File: src/rtl/i2c_edge_filter.sv
// Multi-channel I2C line synchroniser and glitch filter with per-channel edge pulses.
// Optional macro I2C_COND_DETECT_EN adds START/STOP detection on channels 0 (SCL) and 1 (SDA).
module i2c_edge_filter #(
  parameter int NUM_CH        = 2,
  parameter int SYNC_STAGES   = 2,
  parameter int FILTER_CYCLES = 4,
  parameter bit IDLE_LEVEL    = 1'b1
) (
  input  logic              clk,
  input  logic              rst,
  input  logic [NUM_CH-1:0] line_in,
  output logic [NUM_CH-1:0] line_out,
  output logic [NUM_CH-1:0] rising_edge_found,
  output logic [NUM_CH-1:0] falling_edge_found
`ifdef I2C_COND_DETECT_EN
  ,
  output logic              start_found,
  output logic              stop_found
`endif
);

  localparam int CW = $clog2(FILTER_CYCLES + 1);
  localparam logic [CW-1:0] CNT_MAX = CW'(FILTER_CYCLES - 1);
  localparam logic [NUM_CH-1:0] IDLE_VEC = {NUM_CH{IDLE_LEVEL}};

  logic [NUM_CH-1:0] sync_q [SYNC_STAGES];
  logic [CW-1:0]     cnt    [NUM_CH];
  logic [NUM_CH-1:0] sync_out;
  logic [NUM_CH-1:0] toggle;

  assign sync_out = sync_q[SYNC_STAGES-1];

  always_ff @(posedge clk) begin
    if (rst) begin
      for (int s = 0; s < SYNC_STAGES; s++) sync_q[s] <= IDLE_VEC;
    end else begin
      sync_q[0] <= line_in;
      for (int s = 1; s < SYNC_STAGES; s++) sync_q[s] <= sync_q[s-1];
    end
  end

  // A channel flips once its synchronised level has differed for FILTER_CYCLES samples.
  always_comb begin
    toggle = '0;
    for (int i = 0; i < NUM_CH; i++) begin
      toggle[i] = (sync_out[i] != line_out[i]) && (cnt[i] == CNT_MAX);
    end
  end

  always_ff @(posedge clk) begin
    if (rst) begin
      line_out           <= IDLE_VEC;
      rising_edge_found  <= '0;
      falling_edge_found <= '0;
      for (int i = 0; i < NUM_CH; i++) cnt[i] <= '0;
    end else begin
      for (int i = 0; i < NUM_CH; i++) begin
        if (toggle[i]) begin
          line_out[i] <= ~line_out[i];
          cnt[i]      <= '0;
        end else if (sync_out[i] == line_out[i]) begin
          cnt[i] <= '0;
        end else begin
          cnt[i] <= cnt[i] + CW'(1);
        end
      end
      // Direction is taken from the level being left, so rise and fall are exclusive.
      rising_edge_found  <= toggle & ~line_out;
      falling_edge_found <= toggle & line_out;
    end
  end

`ifdef I2C_COND_DETECT_EN
  // SDA moving while SCL is steadily high; a simultaneous SCL toggle is not a bus condition.
  always_ff @(posedge clk) begin
    if (rst) begin
      start_found <= 1'b0;
      stop_found  <= 1'b0;
    end else begin
      start_found <= toggle[1] & line_out[1] & line_out[0] & ~toggle[0];
      stop_found  <= toggle[1] & ~line_out[1] & line_out[0] & ~toggle[0];
    end
  end
`endif

endmodule

File: config.mk
export PLATFORM = sky130hd
export DESIGN_NAME = i2c_edge_filter
export DESIGN_NICKNAME = d
export VERILOG_FILES = /design/src/rtl/i2c_edge_filter.sv
export SDC_FILE = /design/constraint.sdc
export NUM_CORES = 1
export LEC_CHECK = 0
export ABC_CLOCK_PERIOD_IN_PS = 1800
export CAP_MARGIN = 20
export CORE_MARGIN = 1
export CORE_UTILIZATION = 49
export CTS_CLUSTER_DIAMETER = 60
export DETAILED_ROUTE_END_ITERATION = 12
export MAX_ROUTING_LAYER = met4
export PLACE_DENSITY = 0.7
export SKIP_CTS_REPAIR_TIMING = 1
export SLEW_MARGIN = 20
export SYNTH_ARGS = -nofsm -noshare
export SYNTH_HDL_FRONTEND = slang
export SYNTH_SLANG_ARGS = --single-unit
File: constraint.sdc
create_clock -name clk -period 1.8 [get_ports clk]
set_input_delay 0.54 -clock clk [delete_from_list [all_inputs] [get_ports clk]]
set_output_delay 0.54 -clock clk [all_outputs]
set_load 0.05 [all_outputs]
======== Yosys cells after proc, flatten, opt, wreduce, memory -nomap -nowiden ========
Memory sizes are Yosys's and may differ from the RTL's.
Index checks and enable logic that the tools add are counted.
cells by class
  reduce and logical (&&, ||, !) cells .... 2
  equality and inequality tests ........... 6
  multiplexer cells ....................... 33
  bitwise gates (word level) .............. 13
  add/subtract/negate cells ............... 2
operator list
  operator                                              number
  2-to-1 mux 1 bit                                      25
  2-to-1 mux 3 bit                                      6
  bitwise OR 1 bit                                      8
  adder 3 x 1 -> 3 bit (second input constant)          2
  equality test 3 x 2 -> 1 bit (second input constant)  2
  AND 2 bit                                             2
  2-to-1 mux 2 bit                                      2
  equality test 1 bit                                   2
  logical AND 1 bit                                     2
  != test 1 bit                                         2
  NOT 1 bit                                             2
  NOT 2 bit                                             1
storage, ports and cells
  memories ................................ 2
  bits of input ports ..................... 4
  memory bits (writable) .................. 10
  output and inout bits ................... 6
  register bits ........................... 6
memories
  name    depth  bits a word  rd ports  clocked after memory_dff  wr ports  RTL line  RTL
  cnt     2      3            2         0                         2         27        logic [CW-1:0] cnt [NUM_CH];
  sync_q  2      2            2         0                         2         26        logic [NUM_CH-1:0] sync_q [SYNC_STAGES];

======== Logic depth before layout (Yosys ltp) ========
  depth in word-level cells ............... 8
  mapped depth ............................ 4
  gate-level depth less buffers ........... 4

======== Worst setup path after synthesis ========
Ideal clock, no wire load.
  kind .................................... reg-to-reg
  start point ............................. reg line_out[0]
  end point ............................... mem cnt[0][1] (netlist name) (data pin)
  arrival ................................. 1.087 ns
  cell stages (with the launch flop) ...... 3
  clock period less this slack ............ 1.256 ns
  data required time ...................... 1.631 ns
  path slack .............................. 0.544 ns
  path through ............................ dfxtp_1 > xnor2_1 > nor4b_2
RTL lines
  element                           RTL line  RTL
  start: declaration                12        output logic [NUM_CH-1:0] line_out,
  start signal: indexed assignment  59        line_out[i] <= ~line_out[i];
  end: declaration                  27

======== Worst setup path in the final report ========
  start point ............................. reg line_out[0]
  end point ............................... out line_out[0]
No word-level cell between the ends.

==> results.txt <==
- Kind of start point of the critical path: flip-flop
- Max-cap violations in this run came to 0.
* DIE HEIGHT: 38.0 um
- HP Class: flip-flop to flip-flop
* Power density over the cells: 799 mW/mm^2
* Multi-input logic area: 251 um^2
* Detailed-route wire length: 958 um
- The finished layout holds 76 standard cells, fillers aside.
- In this run, placement finished with an instance count of 73.
* Unrepaired setup endpoints after global routing: no
* Cell internal power dissipation: 494 uW
- The largest single stage delay on the critical path is 0.46 ns.
* HPWL after DPL: 726 um
- Counting every sink on the clock net gives 16.
- Sequential area share after synthesis: 59.8%
- The core region is 0.00116 mm^2.
- Number of cells on the worst reg-to-reg path: 3
* Via/cell ratio: 5.14
- Between clock sinks in the finished design, the worst skew comes to 0.000351 ns.
* Total congestion overflow after global routing: 0
- Asr flop ratio synth: 0%
- For this design the total switching power over the nets is 138 uW.
* Wire length of the first global-routing pass: 1570 um
* DR DRC count: 0
- Cell with the most instances after synthesis: sky130_fd_sc_hd__dfxtp_1
* Busiest layer in global routing: met2
* Clock latency of the later-clocked register in the worst-skew pair: 0.28 ns
- Along the worst hold path, the cell count comes to 1.
* Final Critical Period: 1.46 ns
- Post-synth top area share: 31.5%
- Static timing analysis puts the maximum clock frequency at 0.686 GHz.
- The path with the worst hold slack has its endpoint at sync_q[0][3]$_SDFF_PP1_.
* Clock input transition at the sequential cells of the worst setup and hold paths: 0.08 ns
* Met3 Use GR: 5.81%
- Across every metal layer, demand over resource in global routing totals 17.7%.
* Synthesized instance count: 45
- Final critical-path share of the clock period: 80.9%
* Starting DRT DRC Count: 4
- Number of fill cells: 91
- Sequential cell fraction of total power: 62.7%
* Vias in the first global route: 398
- Net switching is 21.8% of the power.
- Number of enable-type register cells in the synthesized netlist: 6
- Final-report hold violation count: 0
- Slowest CP cell: sky130_fd_sc_hd__dfxtp_1
- After the last flow step, the layout net total stands at 72.
* Layout area overhead: 24.4%
* Maximum level of the CTS H-tree: 1
- In this run the critical register-to-register path is launched from cnt[0][0]$_SDFFCE_PN0P_.
- In this run the deepest clock path goes through 2 buffers.
* Number of pins exceeding their max-slew limit in the final report: 0
* Slack of the worst reg-to-reg path: 0.43 ns
- Length of the first detailed-routing pass in iterations: 2
- By area the synthesized netlist is led by sky130_fd_sc_hd__dfxtp_1, sky130_fd_sc_hd__edfxtp_1, sky130_fd_sc_hd__ha_1.
- The setup path with the least slack is of type flip-flop to output pin.
- The floorplan step defined a die boundary enclosing 0.00145 mm^2.
- Largest fanout on the critical path: 5
* N_diodes: 0
- The worst-case IR drop observed on VDD is 0.000539 V.
- Share of layout cells above drive strength 1: 25.8%
* Count of antenna-violating nets left after detailed routing: 0
* Setup WS post-layout: 0.343 ns
- Effective utilization at floorplan: 55.0%
* Count of buffer and inverter cells on the critical path: 1
* Launch instance of the worst min-delay path: sync_q[0][1]$_SDFF_PP1_
- Placement-stage worst setup slack: 0.182 ns
- Row generation in the floorplan step produced 12 rows.
- RePlAce Congestion: 0.700
* Warnings, synthesis: 0
- Per report_power, the clock group accounts for 28.3% of the total.
* I/O Pins: 10
- In this run the horizontal extent of the chip is 38.0 um.
- Mean instance size in the synthesized netlist: 14.1 um^2
- The initial antenna violation count was 0.
- FF-to-FF End: cnt[0][2]$_SDFFCE_PN0P_
* Mapped Area: 636 um^2
- Setup violations remaining at the end of the flow were counted as 0.
* Number of vias after detailed routing: 391
- Root buffer cell: sky130_fd_sc_hd__clkbuf_4
* Pin count of the biggest net entering global routing: 17
* Setup_tns: 0 ns
* Top flip-flop cell by instance count after synthesis: sky130_fd_sc_hd__dfxtp_1
- In this run the static leakage power is 0.327 nW.
- Counting flops and latches in the post-synthesis netlist gives 16.
* Met2 Track Usage GR: 30.6%
- Met1 track utilization from global routing: 15.6%
- DR WL/cell: 12.6 um
- Combinational cells account for 8.9% of the total power.
- Critical path arrival: 0.92 ns
* Kind of end point of the critical path: output pin
- Registers take 380 um^2.
- Data required time at the worst endpoint: 1.26 ns
* Inserted Clock Buffers: 3
* Number of different library cells in the post-synthesis netlist: 19
- Leading area contributor after synthesis: sky130_fd_sc_hd__dfxtp_1
* Most used standard cells in the synthesized netlist: sky130_fd_sc_hd__dfxtp_1, sky130_fd_sc_hd__edfxtp_1, sky130_fd_sc_hd__ha_1
- Among cell families on the critical path, the largest total delay comes from flip-flops.
* TritonCTS clock tree: yes
- List of cells traversed by the critical path: buf_12
- IO Port Bufs: 9
* Run status: completed
-- cells by family after synthesis --
kind of cell | synth area share, %
compound gates | 2.95
other cells | 0.590
flops | 59.8
buf+inv | 3.54
simple gates | 22.4
fa+ha+maj | 7.87
xor+xnor | 2.76
-- power groups by stage --
stage | combinational, mW | sequential [mW] | clock (mW)
2_1_floorplan | 0.0299 | 0.409 | 0
3_3_place_gp | 0.0530 | 0.404 | 0
3_5_place_dp | 0.0574 | 0.405 | 0
4_1_cts | 0.0573 | 0.397 | 0.182
5_1_grt | 0.0630 | 0.398 | 0.198
6_report | 0.0564 | 0.396 | 0.179
-- per-stage QoR --
step	total power, mW	hold WS (ns)	area, um^2	utilization [%]
2_1_floorplan	0.439	0.383	654	-
3_3_place_gp	0.457	0.392	768	66.5
3_5_place_dp	0.462	0.403	768	66.5
4_1_cts	0.636	0.420	791	68.4
5_1_grt	0.659	0.448	791	68.4
6_report	0.632	0.416	791	68.4
-- sequential cells by signal, indices dropped and copies added (netlist names) --
signal / cells
line_out: 2
falling_edge_found: 2
sync_q: 4
cnt: 6
rising_edge_found: 2
-- cells in the final DEF (no fill, tap or decap) --
cell type,n
sky130_fd_sc_hd__a211o_1,1
sky130_fd_sc_hd__nor4_1,3
sky130_fd_sc_hd__nor2b_1,1
sky130_fd_sc_hd__nor4b_2,3
sky130_fd_sc_hd__nor4bb_1,1
sky130_fd_sc_hd__conb_1,6
sky130_fd_sc_hd__or2_2,1
sky130_fd_sc_hd__ha_1,4
sky130_fd_sc_hd__a21oi_1,1
sky130_fd_sc_hd__clkdlybuf4s50_1,3
sky130_fd_sc_hd__and4bb_2,1
sky130_fd_sc_hd__or2_1,3
sky130_fd_sc_hd__clkbuf_4,3
sky130_fd_sc_hd__buf_4,5
sky130_fd_sc_hd__o21ai_0,1
sky130_fd_sc_hd__xnor2_1,2
sky130_fd_sc_hd__buf_12,2
sky130_fd_sc_hd__inv_1,3
sky130_fd_sc_hd__dfxtp_1,10
sky130_fd_sc_hd__and4bb_1,1
sky130_fd_sc_hd__edfxtp_1,6
sky130_fd_sc_hd__nor4_2,1
-- per-layer routing --
metal | vias up | wire, um
met5 | - | 0
met4 | 0 | 24
met3 | 3 | 31
met2 | 7 | 492
met1 | 186 | 409
li1 | 195 | -
-- worst max-delay path by stage --
stage,endpoint,cells past startpoint,start
global route,line_out[0],1,line_out[0]$_SDFFE_PP1N_
detailed placement,cnt[1][1]$_SDFFCE_PN0P_,3,rst
floorplan,cnt[0][1]$_SDFFCE_PN0P_,2,line_out[0]$_SDFFE_PP1N_
finish,line_out[0],1,line_out[0]$_SDFFE_PP1N_
global placement,falling_edge_found[0]$_SDFF_PP0_,3,rst
CTS,line_out[0],1,line_out[0]$_SDFFE_PP1N_
-- area by class of cell --
type                            count  area share, %
Tap cell                           14           2.22
Clock buffer                        3           2.85
Multi-Input combinational cell     30           31.8
Inverter                            3           1.42
Sequential cell                    16           48.1
Timing Repair Buffer               10           13.6
No activity file was read; power rests on OpenSTA's default activity.
